==> config.mk <==
export PLATFORM = sky130hd
export DESIGN_NAME = fetch_prefetch_unit
export DESIGN_NICKNAME = d
export VERILOG_FILES = /design/src/rtl/core_pkg.sv /design/src/rtl/fetch_fifo.sv /design/src/rtl/fetch_prefetch_unit.sv
export SDC_FILE = /design/constraint.sdc
export NUM_CORES = 1
export LEC_CHECK = 0
export BUFFER_PORTS_ARGS = -buffer_cell sky130_fd_sc_hd__buf_2
export CORE_MARGIN = 2
export CORE_UTILIZATION = 50
export CTS_CLUSTER_DIAMETER = 120
export DETAILED_ROUTE_END_ITERATION = 10
export PLACE_DENSITY = 0.7
export REMOVE_ABC_BUFFERS = 1
export SETUP_SLACK_MARGIN = 0.15
export SYNTH_ARGS = -nofsm -noshare
export SYNTH_HDL_FRONTEND = slang
export SYNTH_SLANG_ARGS = --single-unit
==> constraint.sdc <==
create_clock -name clk -period 4.35 [get_ports clk]
set_input_delay 0.87 -clock clk [delete_from_list [all_inputs] [get_ports clk]]
set_output_delay 0.87 -clock clk [all_outputs]
set_load 0.05 [all_outputs]
==> src/rtl/core_pkg.sv <==
// Shared core definitions: default widths, fetch constants and the fetch entry record.
package core_pkg;

  localparam int DEF_XLEN = 32;
  localparam int DEF_ILEN = 32;

  // addi x0, x0, 0
  localparam logic [31:0] NOP_INSTR = 32'h0000_0013;

  // Sequential fetch stride in bytes.
  localparam int PC_STEP = 4;

  typedef struct packed {
    logic [DEF_XLEN-1:0] pc;
    logic [DEF_ILEN-1:0] instr;
  } fetch_entry_t;

endpackage

==> src/rtl/fetch_fifo.sv <==
// Synchronous prefetch FIFO with flush, zero-latency head and occupancy count.
module fetch_fifo #(
  parameter int DEPTH = 4,
  parameter int WIDTH = 64
) (
  input  logic                       clk,
  input  logic                       rst_n,
  input  logic                       i_flush,
  input  logic                       i_push,
  input  logic [WIDTH-1:0]           i_push_data,
  input  logic                       i_pop,
  output logic [WIDTH-1:0]           o_head,
  output logic [$clog2(DEPTH+1)-1:0] o_count,
  output logic                       o_full,
  output logic                       o_empty
);

  localparam int AW = $clog2(DEPTH);
  localparam int CW = $clog2(DEPTH+1);

  logic [WIDTH-1:0] r_mem [DEPTH];
  logic [AW-1:0]    r_wr_ptr;
  logic [AW-1:0]    r_rd_ptr;
  logic [CW-1:0]    r_count;
  logic             w_do_push;
  logic             w_do_pop;

  // Flush wins over push and pop; popping an empty FIFO is ignored.
  assign w_do_push = i_push & ~i_flush;
  assign w_do_pop  = i_pop & ~i_flush & (r_count != '0);

  assign o_head  = r_mem[r_rd_ptr];
  assign o_count = r_count;
  assign o_full  = (r_count == CW'(DEPTH));
  assign o_empty = (r_count == '0);

  // Pointer and count state; pointers wrap naturally because DEPTH is a power of two.
  always_ff @(posedge clk or negedge rst_n) begin
    if (!rst_n) begin
      r_wr_ptr <= '0;
      r_rd_ptr <= '0;
      r_count  <= '0;
    end else if (i_flush) begin
      r_wr_ptr <= '0;
      r_rd_ptr <= '0;
      r_count  <= '0;
    end else begin
      if (w_do_push) r_wr_ptr <= r_wr_ptr + AW'(1);
      if (w_do_pop)  r_rd_ptr <= r_rd_ptr + AW'(1);
      r_count <= r_count + CW'(w_do_push) - CW'(w_do_pop);
    end
  end

  // Entry storage needs no reset: an entry is only read after it is written.
  always_ff @(posedge clk) begin
    if (w_do_push) r_mem[r_wr_ptr] <= i_push_data;
  end

  // A push into a full FIFO is only legal when the head leaves in the same cycle.
  a_no_overflow: assert property (@(posedge clk) disable iff (!rst_n)
    !(i_push && !i_flush && o_full && !i_pop));

endmodule

==> src/rtl/fetch_prefetch_unit.sv <==
// Fetch PC owner: issues sequential word fetches, buffers in-order responses,
// hands {pc, instr} to decode and discards stale responses after a redirect.
//
// Handshakes: a transfer happens on a channel in every cycle where its valid and
// ready are both high at the rising edge; valid never waits for ready. The
// response channel has no ready: every imem_resp_valid cycle is a transfer.
module fetch_prefetch_unit
  import core_pkg::*;
#(
  parameter int              XLEN     = DEF_XLEN,
  parameter int              ILEN     = DEF_ILEN,
  parameter int              DEPTH    = 4,
  parameter logic [XLEN-1:0] RESET_PC = '0
) (
  input  logic                       clk,
  input  logic                       reset_n,
  output logic                       imem_req_valid,
  input  logic                       imem_req_ready,
  output logic [XLEN-1:0]            imem_req_addr,
  input  logic                       imem_resp_valid,
  input  logic [ILEN-1:0]            imem_resp_data,
  input  logic                       redirect_valid,
  input  logic [XLEN-1:0]            redirect_pc,
  output logic                       out_valid,
  input  logic                       out_ready,
  output logic [ILEN-1:0]            out_instr,
  output logic [XLEN-1:0]            out_pc,
  output logic [$clog2(DEPTH+1)-1:0] inflight
);

  localparam int CW = $clog2(DEPTH+1);
  localparam int OW = CW + 2;
  localparam int EW = XLEN + ILEN;

  logic            r_run;
  logic [XLEN-1:0] r_fetch_pc;
  logic [XLEN-1:0] r_resp_pc;
  logic [CW-1:0]   r_live_cnt;
  logic [CW-1:0]   r_drop_cnt;

  logic            w_req_fire;
  logic            w_resp_fire;
  logic            w_resp_stale;
  logic            w_push;
  logic            w_pop;
  logic [XLEN-1:0] w_redirect_tgt;
  logic [OW-1:0]   w_occupancy;
  logic [CW-1:0]   w_live_nxt;
  logic [CW-1:0]   w_drop_nxt;
  logic [CW-1:0]   w_fifo_count;
  logic            w_fifo_full;
  logic            w_fifo_empty;
  logic [EW-1:0]   w_head;

  assign w_req_fire     = imem_req_valid & imem_req_ready;
  assign w_resp_fire    = imem_resp_valid;
  assign w_resp_stale   = w_resp_fire & (r_drop_cnt != '0);
  // A response landing in a redirect cycle belongs to the old stream.
  assign w_push         = w_resp_fire & ~w_resp_stale & ~redirect_valid;
  assign w_pop          = out_valid & out_ready;
  assign w_redirect_tgt = {redirect_pc[XLEN-1:2], 2'b00};

  // Credit: buffered plus every outstanding request (live or stale) stays within DEPTH,
  // so every response has a FIFO slot waiting for it.
  assign w_occupancy    = OW'(w_fifo_count) + OW'(r_live_cnt) + OW'(r_drop_cnt);
  assign imem_req_valid = r_run & (w_occupancy < OW'(DEPTH));
  assign imem_req_addr  = r_fetch_pc;
  assign inflight       = r_live_cnt + r_drop_cnt;

  assign out_valid = ~w_fifo_empty & ~redirect_valid;
  assign out_pc    = w_head[EW-1:ILEN];
  assign out_instr = w_fifo_empty ? ILEN'(NOP_INSTR) : w_head[ILEN-1:0];

  // Outstanding-request bookkeeping; a redirect turns every live request stale.
  always_comb begin
    w_live_nxt = r_live_cnt;
    w_drop_nxt = r_drop_cnt;
    if (redirect_valid) begin
      w_live_nxt = '0;
      w_drop_nxt = r_drop_cnt + r_live_cnt + CW'(w_req_fire) - CW'(w_resp_fire);
    end else begin
      w_live_nxt = r_live_cnt + CW'(w_req_fire) - CW'(w_resp_fire & ~w_resp_stale);
      w_drop_nxt = r_drop_cnt - CW'(w_resp_stale);
    end
  end

  // PC and counter registers; fetching starts one cycle after reset release.
  always_ff @(posedge clk or negedge reset_n) begin
    if (!reset_n) begin
      r_run      <= 1'b0;
      r_fetch_pc <= RESET_PC;
      r_resp_pc  <= RESET_PC;
      r_live_cnt <= '0;
      r_drop_cnt <= '0;
    end else begin
      r_run      <= 1'b1;
      r_live_cnt <= w_live_nxt;
      r_drop_cnt <= w_drop_nxt;
      if (redirect_valid) begin
        r_fetch_pc <= w_redirect_tgt;
        r_resp_pc  <= w_redirect_tgt;
      end else begin
        if (w_req_fire) r_fetch_pc <= r_fetch_pc + XLEN'(PC_STEP);
        if (w_push)     r_resp_pc  <= r_resp_pc + XLEN'(PC_STEP);
      end
    end
  end

  fetch_fifo #(
    .DEPTH (DEPTH),
    .WIDTH (EW)
  ) u_fifo (
    .clk         (clk),
    .rst_n       (reset_n),
    .i_flush     (redirect_valid),
    .i_push      (w_push),
    .i_push_data ({r_resp_pc, imem_resp_data}),
    .i_pop       (w_pop),
    .o_head      (w_head),
    .o_count     (w_fifo_count),
    .o_full      (w_fifo_full),
    .o_empty     (w_fifo_empty)
  );

  // A response always matches an outstanding request, and the credit cap holds.
  a_no_underflow: assert property (@(posedge clk) disable iff (!reset_n)
    !(w_resp_fire && r_live_cnt == '0 && r_drop_cnt == '0));
  a_credit_cap: assert property (@(posedge clk) disable iff (!reset_n)
    w_occupancy <= OW'(DEPTH));
  a_push_has_room: assert property (@(posedge clk) disable iff (!reset_n)
    !(w_push && w_fifo_full && !w_pop));

endmodule
==> results.md, run 1 <==
* Input/output buffers at approximately 160
* Synthesized area at roughly 14000 um^2
* Clk slew on worst S/H paths at about 60 ps
* Fraction of layout instances using a drive strength above 1 at 0.328
* Clk_skew at approximately 7.8 ps
* Core Box Area at ~27000 um^2
* Finished Cell Area at 16100 um^2
* Grt total ovfl at 0
* Routed vias/inst at 5.58
* Share of the synthesized area in the top cell type at 0.544
* Most common cell in the netlist: edfxtp_1
* Worst skew pair latency at ~500 ps
* Filler cell count in the final layout at approximately 2100
* Slew HR at 0.402
* Largest net degree at the start of global routing at 67
* Final setup fails at 0
* Final wirelength at about 27 mm
* Worst path max stage delay at between 500 and 600 ps
* DRC at 0
* Fin. Hold Viols at 0
* Gr usage total at 0.196
* Crit path required time at about 3500 ps
* Initial antenna violation count at 0
* Slowest-stage cell, CP: fa_1
* Worst slew pin tran at 897 ps
* First-pass GRT wire length at around 43 mm
* Die width at around 170 um
* GP Congestion at 0.830
* Leak Pwr at ~0.0058 uW
* Core Util, Final at 0.599
* Most frequent cells after synthesis: 248 x edfxtp_1, 74 x dfrtp_1, 62 x mux4_2
* Async SR Flop Fraction at 0.230
* VDD IR-drop max at between 0.0004 and 0.0005 V
* Final Max Tran Viols at 0
* Syn avg cell area at 16.6 um^2
* Row count at 60
* Status: completed
* Total clock sinks at 322
* Yosys warnings at 0
* Yosys cell types at between 50 and 60
* Hold Path Class: in2async
* Worst EP arrival at between 2000 and 3000 ps
* Worst path bufs/invs at 3
* CTS root buf: clkbuf_16
* Delay-heaviest family, CP: simple AND/OR/NAND/NOR gates
* Placed Area at about 15000 um^2
* Dpl cells at between 1000 and 1500
* Die Span Y at around 170 um
* Num CTS Buffers at 35
* Sequential area share after synthesis at 0.679
* R2r startpoint: r_drop_cnt[2]
* Final period util at 0.887
* Max_cap viols at 0
* Unrepaired setup endpoints after global routing: false
* Die ar. at approximately 29000 um^2
* Via count at 7658
* Num ports at 171
* Worst Setup SP: r_drop_cnt[2]
* Non-filler instance count after layout at 1373
* CTS tree: yes
* Power per cell area at 581 nW/um^2
* H-tree depth at 2
* Crit Path Category: reg2out
* WL/cell at ~20 um
* Dominant synthesized flop cell: edfxtp_1
* Initial DRC count at 503
* Post-synth EDFFs at ~250
* Area grow syn2layout at 17.9%
* Worst path most repeated cell: inv_1
* Initial DRT Pass Iterations at 5
* Critical Path Sink Type: primary output
* Minimum clock period at just under 4000 ps
* Initial Utilization at 0.508
* Mapped Cells at 825
* Crit path launch type: flip-flop
* Final net count at 1101
* CP Cell Sequence: inv_1 -> fa_1 -> inv_1 -> ha_1 -> or3b_1 -> or2_1 -> and2_1 -> buf_2
* Dpl hpwl at ~18 mm
* Clock Path Buffers at 3
* Synth area leaders: edfxtp_1 54%, dfrtp_1 14%, mux4_2 10%
* Number of synthesized register bits at ~320
* Maximum fanout along the worst path at 5
* Post-CTS Hold Buffers at 0
* F_max at 0.259 GHz
* Vias in the first global route at around 8000
* Cell taking the most area after synthesis: edfxtp_1
* Antenna cell count at 0
* DRT antenna net count at 0
## power by group
| part | switching [uW] | leakage [uW] | internal (uW) | total [uW] |
|---|---|---|---|---|
| Combinational | 1840 | 0.00220 | 928 | 2770 |
| Clock | 1160 | 0.000565 | 1730 | 2890 |
| Sequential | 216 | 0.00309 | 3500 | 3720 |
| Total | 3210 | 0.00585 | 6160 | 9370 |
## area by class of cell
| class | count | area (um^2) | area share |
|---|---|---|---|
| multi-input cells | 431 | 4120 | 0.255 |
| repair buffers | 183 | 1040 | 0.0643 |
| inverters | 34 | 128 | 0.00791 |
| well taps | 341 | 427 | 0.0264 |
| clock inverters | 21 | 188 | 0.0116 |
| flip-flops and latches | 322 | 9300 | 0.576 |
| clock buffers | 41 | 941 | 0.0583 |
## final timing paths
| check | endpoint | slack, ps | depth (start not counted) |
|---|---|---|---|
| min in group clk | u_fifo.r_mem[1][58] | 550 | 0 |
| max in group asynchronous | r_resp_pc[26] | 3020 | 2 |
| setup / recovery | imem_req_valid | 490 | 8 |
| hold / removal | imem_req_addr[16] | 500 | 1 |
| setup reg to reg | r_drop_cnt[2] | 550 | 16 |
| hold reg to reg | u_fifo.r_mem[1][58] | 550 | 0 |
## what timing repair did
item	CTS	global route
endpoints found under the setup margin	0	1
buffers inserted	0	0
resized for setup	0	1
## state kept, by name, summed over array words and instances, names as in the netlist
| signal | flops |
|---|---|
| imem_req_addr | 30 |
| u_fifo.r_wr_ptr | 2 |
| r_live_cnt | 3 |
| r_drop_cnt | 3 |
| u_fifo.r_mem | 248 |
| u_fifo.o_count | 3 |
| r_resp_pc | 30 |
| r_run | 1 |
| u_fifo.r_rd_ptr | 2 |
## cell families (layout without fill, tap and decap cells)
kind of cell               Yosys count  in the layout  share of synthesized area
DFF                                322            322                      0.679
muxes                               84             84                      0.120
AOI/OAI and AO/OA                   70             70                     0.0349
adders and majority gates           24             24                     0.0258
and+or+nand+nor                    202            202                     0.0876
other                                2              5                   0.000548
buffers and inverters               75            279                     0.0230
xor gates and xnor gates            46             46                     0.0294
## per-layer routing
| layer | wire, um | vias to the layer above | global-route usage | part of all wire |
|---|---|---|---|---|
| li1 | - | 3539 | - | - |
| met1 | 12200 | 3871 | 0.273 | 0.44 |
| met2 | 13200 | 209 | 0.321 | 0.48 |
| met5 | 0 | - | 0 | 0 |
| met4 | 512 | 0 | 0.0505 | 0.019 |
| met3 | 1460 | 39 | 0.0394 | 0.054 |
## metrics by stage
stage	hold WS, ps	worst slack [ps]	setup TNS, ps	power, uW
floorplan	489	-247	-7470	5870
global placement	536	556	0	6540
detailed placement	546	465	0	6580
CTS	500	399	0	9490
global route	536	262	0	9800
finish	501	490	0	9370
## cells in the final DEF, fill, tap and decap left out, types with 4 or more instances in the layout
cell / count
edfxtp_1: 248
buf_2: 164
dfrtp_1: 72
mux4_2: 62
clkbuf_16: 37
nor2b_1: 34
inv_1: 33
nor2_1: 29
xor2_1: 26
nand2_1: 25
xnor2_1: 20
mux2_2: 19
ha_1: 17
a21oi_1: 16
nand3_1: 15
nand4_1: 15
clkinv_2: 13
buf_4: 13
and3_1: 12
a31oi_1: 10
nor3_1: 10
nand2b_1: 9
a21boi_0: 8
o31a_1: 8
or4_1: 8
o31ai_1: 8
nor4_1: 7
fa_1: 7
and2_1: 6
buf_12: 6
and4_1: 5
and3_4: 5
conb_1: 5
o21a_1: 4
a211oi_1: 4
clkbuf_1: 4
Note: power is estimated with default switching activity, not from simulation.
==> run 2, diff against run 1 <==
- SLEW_MARGIN: default -> 20
- clock period: 4.35 -> 4.3 ns (I/O delays scaled with it)
==> results.md, run 2 (synthesis results as in run 1) <==
* Status: completed
* CTS tree: yes
* Post-CTS Hold Buffers at 0 (unchanged)
* Hold Path Class: in2async
* Finished Cell Area at 16200 um^2 (+0.11%)
* Power per cell area at 589 nW/um^2 (+1.5%)
* Worst r2r dst: r_drop_cnt[2]
* Number of flip-flops in the largest register at 248 (unchanged)
* CTS root buf: clkbuf_16
* Minimum clock period at 3810 ps
* Die width at 170 um (unchanged)
* Worst skew pair latency at 500 ps (about the same)
* Delay-heaviest family, CP: simple AND/OR/NAND/NOR gates
* Fraction of layout instances using a drive strength above 1 at 0.323 (-0.00484)
* R2r startpoint: r_drop_cnt[0]
* Core Box Area at 27000 um^2 (unchanged)
* Clock power frac at 0.314 (+0.006)
* Final period util at 0.886
* Clk_skew at 9.71 ps (+1.92 ps)
* Clk slew on worst S/H paths at 60 ps (about the same)
* Leak Pwr at 0.00584 uW (-0.16%)
* Unrepaired setup endpoints after global routing: false
* First-pass GRT wire length at 42.0 mm (-3.2%)
* Slowest-stage cell, CP: fa_1
* Crit path launch type: flip-flop
* Internal at 6310 uW (+2.4%)
* Number of cells on the critical path at 8 (unchanged)
* Seq pwr share at 0.396 (about the same)
* Initial antenna violation count at 0 (unchanged)
* F_max at 0.263 GHz
* Num ports at 171 (unchanged)
* Commonest non-fill, non-tap cells in the layout: 248 x edfxtp_1, 164 x buf_2, 72 x dfrtp_1, 62 x mux4_2, 37 x clkbuf_16
* Clock Path Buffers at 3 (unchanged)
* Post-CTS Resized at 0 (unchanged)
* Reg2Reg Setup Slack at 520 ps (-30 ps)
* Initial DRT Pass Iterations at 5 (unchanged)
* Worst path most repeated cell: inv_1
* Fin. Hold Viols at 0 (unchanged)
* GP Congestion at 0.848 (+2.2%)
* Routed vias/inst at 5.53 (-0.84%)
* Worst path bufs/invs at 3 (unchanged)
* Worst path max stage delay at 510 ps (about the same)
* Largest net degree at the start of global routing at 67 (unchanged)
* H-tree depth at 2 (unchanged)
* VDD IR-drop max at 0.000444 V (+4.6%)
* Core Util, Final at 0.600 (+0.000650)
* Final Max Tran Viols at 0 (unchanged)
* Setup TNS at 0 ps (unchanged)
* Cells on worst reg2reg path at 16 (unchanged)
* WL/cell at 19.5 um (-2.0%)
* Num CTS Buffers at 35 (unchanged)
* Final setup fails at 0 (unchanged)
* Comb pwr share at 0.290 (-0.005)
* DRT antenna net count at 0 (unchanged)
* Total clock sinks at 322 (unchanged)
* Gr usage total at 0.190 (-0.00666)
* Worst EP arrival at 2950 ps (-40 ps)
* Worst slew pin tran at 943 ps (+45.8 ps)
* Initial Utilization at 0.508 (unchanged)
* Row count at 60 (unchanged)
* Max_cap viols at 0 (unchanged)
* Maximum fanout along the worst path at 5 (unchanged)
* Crit path required time at 3440 ps (-40 ps)
* Commonest non-fill, non-tap cell in the layout: edfxtp_1
* Biggest register: u_fifo.r_mem
* Die ar. at 28700 um^2 (unchanged)
* Area grow syn2layout at 18.0%
* Die Span Y at 170 um (unchanged)
* Critical Path Sink Type: primary output
* Vias in the first global route at 7709 (-3.8%)
* Placed Area at 15000 um^2 (about the same)
* Dpl hpwl at 17.4 mm (-1.5%)
* Crit Path Category: reg2out
* Final wirelength at 26.8 mm (-2.0%)
* Switching power at 3210 uW (about the same)
* Antenna cell count at 0 (unchanged)
* Via count at 7594 (-0.84%)
* Initial DRC count at 612 (+22%)
* Setup Buffers After CTS at 0 (unchanged)
* DRC at 0 (unchanged)
* Switching Share at 0.337 (-0.00551)
* Input/output buffers at 164 (unchanged)
* Slew HR at 0.372 (-0.0305)
* CP Cell Sequence: inv_1 -> fa_1 -> inv_1 -> ha_1 -> or3b_1 -> or2_1 -> and2_1 -> buf_2
* Grt total ovfl at 0 (unchanged)
* Final net count at 1101 (unchanged)
-- run 2: cell count changes in the layout (fill, tap and decap cells not counted) --
cell and delta:
buf_4 +1, clkbuf_1 +5, buf_12 -1, inv_6 +1, clkinv_4 -2, clkinvlp_4 +2, clkbuf_8 +1, inv_4 +1
clkinv_2 -9, bufinv_16 +1
-- run 2: cell type report --
cell class,instances,area (um^2)
Clock buffer,47,973
Timing Repair Buffer,183,1030
Sequential cell,322,9300
Multi-Input combinational cell,431,4120
Inverter,34,128
Clock inverter,15,185
Tap cell,341,427
Fill cell,2084,10800
-- run 2: power groups by stage --
| stage | clock network [uW] | registers, uW | logic (uW) |
|---|---|---|---|
| 3_3_place_gp | 0 | 3830 | 2780 |
| 3_5_place_dp | 0 | 3830 | 2800 |
| 2_1_floorplan | 0 | 3970 | 1970 |
| 6_report | 2990 | 3770 | 2760 |
| 5_1_grt | 3190 | 3800 | 2980 |
| 4_1_cts | 3060 | 3770 | 2810 |
-- run 2: through the flow --
stage | std cells | power, uW | hold slack (ps) | setup slack, ps
floorplan | 787 | 5930 | 489 | -287
finish | 1373 | 9520 | 510 | 492
detailed placement | 1311 | 6630 | 529 | 437
global placement | 1311 | 6600 | 535 | 508
CTS | 1373 | 9640 | 543 | 436
global route | 1373 | 9970 | 557 | 180
-- run 2: routing by layer --
metal | global-route usage | routed length [um] | vias to the layer above
met2 | 0.308 | 12800 | 213
li1 | - | - | 3542
met1 | 0.269 | 12100 | 3806
met5 | 0 | 0 | -
met4 | 0.0465 | 358 | 0
met3 | 0.0361 | 1470 | 33
-- run 2: how the worst max path moves through the flow --
| stage | from | endpoint |
|---|---|---|
| 6_report | r_drop_cnt[2] | imem_req_valid |
| 5_1_grt | r_drop_cnt[0] | r_drop_cnt[2] |
| 4_1_cts | r_drop_cnt[2] | r_drop_cnt[2] |
| 3_5_place_dp | r_drop_cnt[2] | r_drop_cnt[2] |
| 3_3_place_gp | r_drop_cnt[2] | r_drop_cnt[2] |
| 2_1_floorplan | u_fifo.r_rd_ptr[0] | out_instr[10] |
